--- src/rtl/pipe_pkg.sv ---
// Shared encodings for the pipeline hazard controller.
// Forwarding selects, FSM state codes and register-index width.
package pipe_pkg;

  localparam int REG_W = 5;

  localparam logic [1:0] FWD_RF    = 2'b00;
  localparam logic [1:0] FWD_EXMEM = 2'b01;
  localparam logic [1:0] FWD_MEMWB = 2'b10;

  localparam logic [1:0] ST_RUN    = 2'b00;
  localparam logic [1:0] ST_LSTALL = 2'b01;
  localparam logic [1:0] ST_MWAIT  = 2'b10;

endpackage

--- src/rtl/fwd_match.sv ---
// Per-operand hazard compare: ID source reg against EX/MEM destinations.
// Produces the next forwarding select and a load-use hit flag.
module fwd_match #(
  parameter int REG_W = pipe_pkg::REG_W
) (
  input  logic [REG_W-1:0] i_rs,
  input  logic             i_use,
  input  logic [REG_W-1:0] i_ex_rd,
  input  logic             i_ex_we,
  input  logic             i_ex_load,
  input  logic [REG_W-1:0] i_mem_rd,
  input  logic             i_mem_we,
  output logic [1:0]       o_fwd_nxt,
  output logic             o_load_hit
);
  import pipe_pkg::*;

  logic w_valid;
  logic w_ex_hit;
  logic w_mem_hit;

  // x0 is hardwired zero: never a hazard
  assign w_valid   = i_use && (i_rs != '0);
  assign w_ex_hit  = w_valid && (i_rs == i_ex_rd) && i_ex_we;
  assign w_mem_hit = w_valid && (i_rs == i_mem_rd) && i_mem_we;

  assign o_load_hit = w_ex_hit && i_ex_load;

  always_comb begin
    o_fwd_nxt = FWD_RF;
    if (w_ex_hit && !i_ex_load)
      o_fwd_nxt = FWD_EXMEM;
    else if (w_mem_hit)
      o_fwd_nxt = FWD_MEMWB;
  end

endmodule

--- src/rtl/pipeline_ctrl.sv ---
// Stall/flush/forward sequencer for the 5-stage pipeline.
// Orders memory wait > branch redirect > load-use bubble.
module pipeline_ctrl #(
  parameter int REG_W = pipe_pkg::REG_W,
  parameter int CNT_W = 16
) (
  input  logic             clk,
  input  logic             rst_n,
  input  logic [REG_W-1:0] id_rs1,
  input  logic [REG_W-1:0] id_rs2,
  input  logic             id_use_rs1,
  input  logic             id_use_rs2,
  input  logic [REG_W-1:0] ex_rd,
  input  logic             ex_we,
  input  logic             ex_load,
  input  logic             ex_br_taken,
  input  logic [REG_W-1:0] mem_rd,
  input  logic             mem_we,
  input  logic             mem_req,
  input  logic             mem_ready,
  output logic             pc_en,
  output logic             if_id_en,
  output logic             if_id_flush,
  output logic             id_ex_en,
  output logic             id_ex_flush,
  output logic             ex_mem_en,
  output logic             mem_wb_flush,
  output logic [1:0]       fwd_a_sel,
  output logic [1:0]       fwd_b_sel,
  output logic [CNT_W-1:0] stall_cnt
);
  import pipe_pkg::*;

  logic [1:0]       r_state;
  logic [1:0]       r_fwd_a;
  logic [1:0]       r_fwd_b;
  logic [CNT_W-1:0] r_cnt;

  logic [1:0] w_state_nxt;
  logic [1:0] w_fwd_a_nxt;
  logic [1:0] w_fwd_b_nxt;
  logic       w_hit_a;
  logic       w_hit_b;
  logic       w_mem_stall;
  logic       w_branch;
  logic       w_bubble;
  logic       w_pc_en;
  logic       w_if_id_en;
  logic       w_if_id_flush;
  logic       w_id_ex_en;
  logic       w_id_ex_flush;
  logic       w_ex_mem_en;
  logic       w_mem_wb_flush;

  fwd_match #(.REG_W(REG_W)) u_fwd_a (
    .i_rs      (id_rs1),
    .i_use     (id_use_rs1),
    .i_ex_rd   (ex_rd),
    .i_ex_we   (ex_we),
    .i_ex_load (ex_load),
    .i_mem_rd  (mem_rd),
    .i_mem_we  (mem_we),
    .o_fwd_nxt (w_fwd_a_nxt),
    .o_load_hit(w_hit_a)
  );

  fwd_match #(.REG_W(REG_W)) u_fwd_b (
    .i_rs      (id_rs2),
    .i_use     (id_use_rs2),
    .i_ex_rd   (ex_rd),
    .i_ex_we   (ex_we),
    .i_ex_load (ex_load),
    .i_mem_rd  (mem_rd),
    .i_mem_we  (mem_we),
    .o_fwd_nxt (w_fwd_b_nxt),
    .o_load_hit(w_hit_b)
  );

  // While waiting, only mem_ready matters; the request is already latched
  assign w_mem_stall = (r_state == ST_MWAIT) ? !mem_ready
                                             : (mem_req && !mem_ready);
  assign w_branch    = ex_br_taken && !w_mem_stall;
  assign w_bubble    = (w_hit_a || w_hit_b) && (r_state != ST_LSTALL)
                    && !ex_br_taken && !w_mem_stall;

  always_comb begin
    w_pc_en        = 1'b1;
    w_if_id_en     = 1'b1;
    w_if_id_flush  = 1'b0;
    w_id_ex_en     = 1'b1;
    w_id_ex_flush  = 1'b0;
    w_ex_mem_en    = 1'b1;
    w_mem_wb_flush = 1'b0;
    w_state_nxt    = ST_RUN;
    unique case (1'b1)
      w_mem_stall: begin
        w_pc_en        = 1'b0;
        w_if_id_en     = 1'b0;
        w_id_ex_en     = 1'b0;
        w_ex_mem_en    = 1'b0;
        w_mem_wb_flush = 1'b1;
        w_state_nxt    = ST_MWAIT;
      end
      w_branch: begin
        w_if_id_flush = 1'b1;
        w_id_ex_flush = 1'b1;
      end
      w_bubble: begin
        w_pc_en       = 1'b0;
        w_if_id_en    = 1'b0;
        w_id_ex_flush = 1'b1;
        w_state_nxt   = ST_LSTALL;
      end
      default: ;
    endcase
  end

  assign pc_en        = rst_n && w_pc_en;
  assign if_id_en     = rst_n && w_if_id_en;
  assign if_id_flush  = !rst_n || w_if_id_flush;
  assign id_ex_en     = rst_n && w_id_ex_en;
  assign id_ex_flush  = !rst_n || w_id_ex_flush;
  assign ex_mem_en    = rst_n && w_ex_mem_en;
  assign mem_wb_flush = !rst_n || w_mem_wb_flush;

  always_ff @(posedge clk or negedge rst_n) begin
    if (!rst_n)
      r_state <= ST_RUN;
    else
      r_state <= w_state_nxt;
  end

  always_ff @(posedge clk or negedge rst_n) begin
    if (!rst_n) begin
      r_fwd_a <= FWD_RF;
      r_fwd_b <= FWD_RF;
    end else if (w_id_ex_flush) begin
      r_fwd_a <= FWD_RF;
      r_fwd_b <= FWD_RF;
    end else if (w_id_ex_en) begin
      r_fwd_a <= w_fwd_a_nxt;
      r_fwd_b <= w_fwd_b_nxt;
    end
  end

  always_ff @(posedge clk or negedge rst_n) begin
    if (!rst_n)
      r_cnt <= '0;
    else if (!w_pc_en && (r_cnt != '1))
      r_cnt <= r_cnt + CNT_W'(1);
  end

  assign fwd_a_sel = r_fwd_a;
  assign fwd_b_sel = r_fwd_b;
  assign stall_cnt = r_cnt;

endmodule

--- config.mk ---
export PLATFORM = sky130hd
export DESIGN_NAME = pipeline_ctrl
export DESIGN_NICKNAME = d
export VERILOG_FILES = /design/src/rtl/pipe_pkg.sv /design/src/rtl/fwd_match.sv /design/src/rtl/pipeline_ctrl.sv
export SDC_FILE = /design/constraint.sdc
export NUM_CORES = 1
export LEC_CHECK = 0
export BUFFER_PORTS_ARGS = -buffer_cell sky130_fd_sc_hd__buf_2
export CORE_AREA = 2 2 65 83
export CTS_CLUSTER_DIAMETER = 100
export DETAILED_ROUTE_END_ITERATION = 8
export DIE_AREA = 0 0 67 85
export PLACE_DENSITY_LB_ADDON = 0.1
export RECOVER_POWER = 100
export SLEW_MARGIN = 25
export SYNTH_ARGS = -nofsm -noshare
export SYNTH_HDL_FRONTEND = slang
export SYNTH_SLANG_ARGS = --single-unit
--- constraint.sdc ---
create_clock -name clk -period 3.96 [get_ports clk]
set_clock_uncertainty 0.15 [all_clocks]
set_input_delay 0.396 -clock clk [delete_from_list [all_inputs] [get_ports clk]]
set_output_delay 0.396 -clock clk [all_outputs]
set_load 0.02 [all_outputs]
==> run_results.csv, run 1 <==
group,metric,value,unit
status,status,"finished clean",
timing,hold_violations,0,
clock_tree,htree_levels,1,
routing,avgViaCountPerCell,4.65,
timing,maxSlewViolCount,0,
synth,synth_seq_cells,22,
die,io_pins,57,
synth,synth-edff-count,0,
synth,synth_cells,154,
die,rows,29,
final_layout,seqCellArea,551,µm²
synth,ys_seq_area_share,38.6,%
critical_path,r2r_slack,1410,ps
global_route,grt_pass1_vias,1332,
die,die_area,5700,µm²
clock_tree,tritoncts,"done",
synth,yosys_warnings,0,
die,core,4930,µm²
hold_path,min_from,"ex_br_taken",
placed_design,port_buffers,56,
final_layout,n_antenna_cell,0,
timing,report.final.setup_viol,0,
critical_path,cpPeakStageDelay,680,ps
critical_path,cp-end-kind,"output port",
final_layout,multi_input_area,795,µm²
critical_path,crit_path_top_delay_cell,"clkbuf_1",
global_route,grt_pass1_wl,5960,µm
critical_path,rr_worst_depth,7,
clock_tree,numCtsBuffers,3,
final_layout,fillerInstances,554,
global_route,overflow,0,
final_layout,stdcell_count,273,
global_route,grt_max_degree,25,
clock_tree,post_cts_buffers,0,
global_route,antenna_found_initial,0,
routing,drtAntennaViolNets,0,
placed_design,place.detailed.hpwl,2860,µm
critical_path,r2r-end,"stall_cnt[15]",
final_layout,stdcell_area,1780,µm²
timing,worst_slew_pin_slew,894,ps
power_and_ir_drop,power_density,438,nW/µm²
placed_design,placed_area,1760,µm²
critical_path,crit_fanout,21,
critical_path,worstSetupStartpointType,"flop",
clock_tree,cts-root-buf,"clkbuf_8",
routing,dr.pass1.iters,4,
synth,synth_top_area_share,38.6,%
timing,min_period,3060,ps
timing,slew_headroom,40.4,%
synth,ys.flop_type,"dfrtp_1",
synth,avgSynthCellArea,9.27,µm²
synth,yosys-top-cells-area,"dfrtp_1 39%, xnor2_1 10%, xor2_1 8.6%, nand2_1 4.5%, a211oi_1 3.7%",
critical_path,cpMostUsedCell,"clkbuf_1",
timing,rsz0062_at_grt,"no",
flow_run,cap_violations,0,
synth,yosysTopAreaCell,"dfrtp_1",
routing,drt_iter0_drc,41,
final_layout,layout-drive-gt1-share,17.5,%
synth,syn_nets,185,
synth,synth_area,1430,µm²
power_and_ir_drop,p_leak,0.000762,µW
critical_path,r2r_start,"stall_cnt[0]",
routing,wl_per_cell,13.0,µm
routing,wirelength,3560,µm
critical_path,critPathRequiredTime,3410,ps
routing,drc,0,
die,initial_utilization,28.9,%
timing,fmax,327,MHz
hold_path,hold_path_class,"input port to flop",
synth,yosysUniqueCellTypes,35,
critical_path,worstPathArrival,2510,ps
final_layout,nNetsFinal,243,
placed_design,dp.cells,268,
power_and_ir_drop,vdd_ir_drop_max,0.148,mV
global_route,grt_util_all_layers,13.5,%
clock_tree,clk_latency,260,ps
timing,fin_tns_setup,0,ps
routing,routed-via-count,1269,
die,chipHeight,85,µm
critical_path,path_class,"flop to output port",
critical_path,path_cells,"nor2b_1 -> o21bai_1 -> clkbuf_1 -> inv_1 -> o21ai_0 -> or2_1 -> clkbuf_1",
timing,finalCritPeriodShare,77.2,%
hold_path,hold_path_end,"fwd_b_sel[0]",
final_layout,synthToLayoutAreaGrowth,24.9,%
clock_tree,clk_pin_slew,80,ps
placed_design,place_congestion,0.766,
hold_path,holdPathStages,4,
final_layout,fin_util,36.1,%
clock_tree,cts.sinks,22,
synth,synth_async_sr_flop_share,100,%
die,die_x,67,µm
clock_tree,clk_path_buf_depth,2,
-- cells in the mapped netlist, types with 2 or more instances --
library cell and n:
nor3_2 2, nand3_1 10, xor2_1 14, xnor2_1 17, nor4_1 2, nor2_1 6, nor3_1 3, o21ai_0 2
nand2_1 17, dfrtp_1 22, mux2_2 3, inv_1 8, a2bb2oi_1 2, a21oi_1 8, or4_1 3, nand4_1 6
clkbuf_1 2, a211oi_1 7, buf_4 2, a21boi_1 2, nand2b_1 2
-- where the power goes --
part / switching (µW) / internal (µW)
Sequential: 57.1 / 269
Combinational: 152 / 89.6
Clock: 78.0 / 135
Total: 287 / 494
-- through the flow --
stage,setup WS (ps),power (µW),hold WS [ps]
2_1_floorplan,1420,484,-49.6
3_3_place_gp,1190,586,257
3_5_place_dp,1160,589,271
4_1_cts,1160,807,254
5_1_grt,642,834,318
6_report,904,781,278
-- metal layers --
metal | part of all wire, % | up-vias | track usage (%)
li1 | - | 654 | -
met1 | 43 | 568 | 16.0
met2 | 51 | 43 | 23.9
met3 | 5.3 | 4 | 2.39
met4 | 0.98 | 0 | 4.45
met5 | 0 | - | 0
-- worst max-delay path: cells and delay by family, from the launching register on --
kind	cells	cell delay, ps
and+or+nand+nor	2	260
AOI/OAI and AO/OA	2	400
DFF	1	370
buffers and inverters	3	1220
-- registers in the layout, summed over array words and instances, names as in the netlist --
signal	flops
r_state	2
fwd_b_sel	2
stall_cnt	16
fwd_a_sel	2
-- layout make-up --
class	instances	area share (%)
Tap cell	62	4.35
Clock buffer	3	2.32
Inverter	8	1.68
Clock inverter	1	1.68
Multi-Input combinational cell	119	44.6
Sequential cell	22	30.9
Timing Repair Buffer	58	14.5
-- worst max-delay path by stage --
| stage | end | cells past startpoint | slack, ps | start |
|---|---|---|---|---|
| 2_1_floorplan | pc_en | 7 | 1420 | id_rs2[0] |
| 3_3_place_gp | id_ex_flush | 8 | 1190 | id_rs1[0] |
| 3_5_place_dp | id_ex_flush | 8 | 1160 | id_rs2[0] |
| 4_1_cts | id_ex_flush | 8 | 1160 | id_rs2[0] |
| 5_1_grt | id_ex_flush | 7 | 640 | r_state[1] |
| 6_report | id_ex_flush | 7 | 900 | r_state[1] |
-- kinds of logic after synthesis --
kind of cell,Yosys count,synth area share (%)
compound gates,28,14.5
xor+xnor,31,19.0
fa+ha+maj,1,0.876
buf+inv,13,4.47
flops,22,38.6
mux,3,2.37
simple gates,56,20.2
-- placed cells by master (no fill, tap or decap), drive strengths merged, types with 2 or more instances in the layout --
| master | instances |
|---|---|
| a2bb2oi | 2 |
| xor2 | 14 |
| a211oi | 7 |
| mux2 | 3 |
| nor3 | 5 |
| o21ai | 4 |
| nor4 | 2 |
| clkbuf | 32 |
| o21bai | 2 |
| a21oi | 9 |
| nand2 | 17 |
| nand2b | 2 |
| nor2 | 6 |
| buf | 28 |
| nand3 | 10 |
| xnor2 | 17 |
| nand4 | 6 |
| or4 | 3 |
| dfrtp | 22 |
| a21boi | 2 |
| inv | 8 |
-- timing repair --
| action | CTS | global route |
|---|---|---|
| hold endpoints to repair | 22 | 0 |
| hold buffers | 1 | 0 |
| gates resized for setup | 0 | 0 |
No activity file was read; power rests on OpenSTA's default activity.
==> inputs of run 2 (changes only) <==
clock period = 2.55 ns   (was 3.96 ns; I/O delays follow)
==> run_results.csv, run 2 (synthesis results as in run 1) <==
group,metric,value,unit
critical_path,crit_fanout,12,
global_route,use_met2,24.4,%
global_route,antenna_found_initial,0,
timing,fmax,429,MHz
clock_tree,clk_pin_slew,80,ps
final_layout,n_antenna_cell,0,
clock_tree,clk_path_buf_depth,2,
routing,dr.pass1.iters,4,
timing,min_period,2330,ps
placed_design,dp_slack,294,ps
routing,drt_iter0_drc,25,
timing,hold_violations,0,
clock_tree,htree_levels,1,
critical_path,worstSetupStartpointType,"input port",
die,die_area,5700,µm²
final_layout,mostFrequentLayoutCells,"30 x buf_2, 28 x clkbuf_1, 22 x dfrtp_1",
power_and_ir_drop,finalPower,1210,µW
timing,worst_slew_pin_slew,687,ps
power_and_ir_drop,vdd_ir_drop_max,0.187,mV
critical_path,r2r-end,"stall_cnt[9]",
critical_path,cp-end-kind,"output port",
clock_tree,tritoncts,"done",
global_route,overflow,0,
timing,slew_headroom,54.2,%
timing,fin_tns_setup,0,ps
placed_design,place.detailed.hpwl,3070,µm
die,initial_utilization,28.9,%
global_route,met3_usage,2.65,%
global_route,grt_util_all_layers,13.7,%
die,rows,29,
placed_design,port_buffers,56,
routing,routed-via-count,1314,
clock_tree,numCtsBuffers,3,
status,status,"finished clean",
routing,wirelength,3640,µm
global_route,grt_pass1_vias,1356,
die,die_x,67,µm
clock_tree,post_cts_buffers,0,
timing,finalCritPeriodShare,91.4,%
die,core,4930,µm²
global_route,grt_pass1_wl,6110,µm
final_layout,layout-drive-gt1-share,20.8,%
power_and_ir_drop,p_leak,0.000788,µW
die,io_pins,57,
final_layout,largest_reg_flops,16,
critical_path,r2r_start,"stall_cnt[0]",
hold_path,holdPathStages,3,
final_layout,nNetsFinal,248,
routing,avgViaCountPerCell,4.73,
routing,drc,0,
timing,fin_ws,218,ps
hold_path,hold_path_end,"fwd_b_sel[1]",
clock_tree,cts.sinks,22,
critical_path,worstPathArrival,1930,ps
power_and_ir_drop,power_density,665,nW/µm²
critical_path,critPathRequiredTime,2140,ps
clock_tree,clk_latency,260,ps
timing,rsz0062_at_grt,"no",
global_route,grt_max_degree,18,
critical_path,path_class,"input port to output port",
final_layout,mostFrequentLayoutCell,"buf_2",
global_route,global_route.peak_usage_layer,"met2",
critical_path,rr_worst_depth,8,
critical_path,r2r_slack,360,ps
clock_tree,cts-root-buf,"clkbuf_8",
global_route,met1_usage,16.7,%
hold_path,hold_path_class,"input port to flop",
routing,wl_per_cell,13.1,µm
timing,report.final.setup_viol,0,
final_layout,synthToLayoutAreaGrowth,27.8,%
placed_design,place_congestion,0.778,
flow_run,cap_violations,0,
routing,drtAntennaViolNets,0,
timing,maxSlewViolCount,0,
die,chipHeight,85,µm
hold_path,min_from,"id_use_rs2",
[run 2: changes by cell type in the layout (fill, tap and decap cells not counted), sizes merged]
| cell | change |
|---|---|
| clkbuf | +1 |
| buf | +4 |
[run 2: per-stage QoR]
stage / instance area, µm² / hold slack (ps) / std cells / utilization (%)
5_1_grt: 1820 / 130 / 278 / 37.0
4_1_cts: 1880 / 124 / 278 / 38.1
2_1_floorplan: 1430 / -191 / 154 / -
3_3_place_gp: 1800 / -8.59 / 273 / 36.4
6_report: 1820 / 131 / 278 / 37.0
3_5_place_dp: 1800 / -0.953 / 273 / 36.4
[run 2: how the worst max path moves through the flow]
stage,cells past startpoint,slack [ps],to,from
6_report,8,220,if_id_en,id_rs1[0]
5_1_grt,7,20,if_id_en,r_state[1]
4_1_cts,7,230,pc_en,r_state[1]
3_5_place_dp,8,290,pc_en,id_rs1[0]
3_3_place_gp,8,300,if_id_en,id_rs1[0]
2_1_floorplan,7,260,pc_en,r_state[1]
[run 2: layout make-up]
type	count	area (µm²)
fillers	568	3110
multi-input cells	119	805
flip-flops and latches	22	551
repair buffers	63	290
well taps	62	77.6
clock buffers	3	41.3
clock inverters	1	30.0
inverters	8	30.0
[run 2: repair_timing]
item | 4_1_cts | 5_1_grt
endpoints found under the hold margin | 9 | 0
resized for setup | 0 | 0
hold buffers | 1 | 0
[run 2: worst max-delay path, stage by stage]
cell and delay, ps:
buf_2 120, or4_1 520, o21ai_0 220, nor3_1 160, o21bai_4 140, buf_4 200
and2_1 150, clkbuf_2 160
[run 2: per-layer routing]
layer | up-vias | wire length [µm]
li1 | 660 | -
met5 | - | 0
met3 | 2 | 174
met1 | 619 | 1580
met4 | 0 | 24
met2 | 33 | 1860
[run 2: report_power, final]
part | switching (µW) | internal, µW | leakage (µW)
Combinational | 237 | 143 | 0.000473
Sequential | 89.0 | 418 | 0.000279
Clock | 118 | 210 | 0.0000357
==> inputs of run 3 (changes only) <==
CORE_AREA = 2 2 62 87   (was 2 2 65 83)
DIE_AREA = 0 0 64 89   (was 0 0 67 85)
clock period = 2.3 ns   (was 2.55 ns; I/O delays follow)
==> run_results.csv, run 3 (synthesis results as in run 1) <==
group,metric,value,unit
status,status,"finished clean",
die,chipHeight,89,µm
placed_design,place.detailed.hpwl,2990,µm
routing,wirelength,3600,µm
routing,routed-via-count,1321,
routing,drt_iter0_drc,52,
final_layout,synthToLayoutAreaGrowth,29.4,%
timing,hold_violations,0,
final_layout,fillerInstances,524,
routing,drtAntennaViolNets,0,
critical_path,path_class,"input port to output port",
global_route,overflow,0,
die,initial_utilization,29.5,%
hold_path,hold_path_class,"input port to flop",
global_route,use_met2,25.7,%
power_and_ir_drop,power_density,731,nW/µm²
die,io_pins,57,
clock_tree,numCtsBuffers,3,
global_route,met1_usage,13.4,%
timing,fmax,458,MHz
final_layout,nNetsFinal,247,
timing,fin_ws,114,ps
timing,worst_slew_pin_slew,807,ps
routing,avgViaCountPerCell,4.73,
critical_path,path_cells,"buf_2 -> or4_1 -> o21ai_2 -> nor3_2 -> o21bai_4 -> buf_12 -> and2_1 -> clkbuf_2",
clock_tree,clk_path_buf_depth,2,
power_and_ir_drop,clkPwrFrac,26.8,%
global_route,met3_usage,2.27,%
final_layout,largest_reg_flops,16,
global_route,grt_pass1_wl,5810,µm
routing,dr.pass1.iters,3,
critical_path,cpPeakStageDelay,530,ps
die,die_area,5700,µm²
clock_tree,cts-root-buf,"clkbuf_8",
timing,min_period,2190,ps
global_route,grt_max_degree,20,
final_layout,layout-drive-gt1-share,22.8,%
clock_tree,cts.sinks,22,
final_layout,mostFrequentLayoutCell,"buf_2",
power_and_ir_drop,power.switching,494,µW
placed_design,port_buffers,56,
final_layout,mostFrequentLayoutCells,"33 x buf_2, 25 x clkbuf_1, 22 x dfrtp_1",
critical_path,critPathRequiredTime,1920,ps
placed_design,dp_slack,80.1,ps
global_route,antenna_found_initial,0,
die,core,4840,µm²
timing,fin_tns_setup,0,ps
final_layout,fin_util,38.1,%
power_and_ir_drop,switching_share,36.6,%
power_and_ir_drop,vdd_ir_drop_max,0.240,mV
placed_design,dp.cells,274,
timing,rsz0062_at_grt,"no",
clock_tree,htree_levels,1,
power_and_ir_drop,p_leak,0.000801,µW
routing,wl_per_cell,12.9,µm
critical_path,crit_path_top_delay_cell,"or4_1",
global_route,grt_util_all_layers,13.0,%
clock_tree,post_cts_buffers,0,
global_route,global_route.peak_usage_layer,"met2",
global_route,grt_pass1_vias,1305,
placed_design,place_congestion,0.800,
critical_path,worstPathArrival,1810,ps
clock_tree,clk_latency,260,ps
clock_tree,tritoncts,"done",
timing,finalCritPeriodShare,95.0,%
die,die_x,64,µm
critical_path,worstSetupStartpointType,"input port",
critical_path,crit_fanout,17,
timing,slew_headroom,46.2,%
power_and_ir_drop,p_seq_share,41.4,%
final_layout,stdcell_count,279,
final_layout,n_antenna_cell,0,
clock_tree,clk_pin_slew,90,ps
critical_path,cp-end-kind,"output port",
die,rows,30,
flow_run,cap_violations,0,
routing,drc,0,
timing,maxSlewViolCount,0,
power_and_ir_drop,pwr-share-comb,31.8,%
power_and_ir_drop,p_int,855,µW
timing,report.final.setup_viol,0,
-- run 3: worst max-delay path, delay by kind of cell --
family	cells	cell delay [ps]
buffers and inverters	3	450
AOI/OAI and AO/OA	2	350
and+or+nand+nor	3	770
-- run 3: repair_timing --
item / in CTS / in global routing
gates resized for setup: 0 / 1
endpoints found under the hold margin: 22 / 0
endpoints found under the setup margin: 0 / 3
hold buffers: 1 / 0
-- run 3: routing by layer --
metal	part of all wire (%)	vias to the layer above
li1	-	660
met1	39	621
met2	56	38
met3	4.7	2
met4	0.81	0
met5	0	-
-- run 3: path summary, 6_finish.rpt --
kind	from	endpoint	slack, ps	cells past startpoint
worst max-delay path	id_rs2[0]	pc_en	110	8
worst min-delay path	id_use_rs2	fwd_b_sel[1]	90	3
worst max register to register	stall_cnt[0]	stall_cnt[1]	160	7
worst min register to register	fwd_b_sel[0]	fwd_b_sel[0]	330	2
max in group asynchronous	rst_n	stall_cnt[11]	810	3
min in group asynchronous	rst_n	stall_cnt[5]	200	2
-- run 3: layout make-up --
type                    instances  area, µm²  share of cell area, %
clock buffers                   3       41.3                   2.24
well taps                      64       80.1                   4.34
repair buffers                 62        302                   16.3
multi-input cells             119        813                   44.0
inverters                       8       30.0                   1.63
clock inverters                 1       30.0                   1.63
flip-flops and latches         22        551                   29.8
-- run 3: power by group through the flow --
stage	registers, µW	clock network [µW]	logic [µW]
after floorplan	645	0	189
after global placement	565	0	452
after detailed placement	564	0	459
after CTS	557	378	461
after global routing	573	391	468
final	559	362	429
-- run 3: through the flow --
stage          total power [µW]  hold slack [ps]  instance area [µm²]
2_1_floorplan               834             -216                 1430
3_3_place_gp               1020            -45.4                 1800
3_5_place_dp               1020            -40.7                 1800
4_1_cts                    1400             83.7                 1890
5_1_grt                    1430             99.7                 1850
6_report                   1350             90.9                 1850
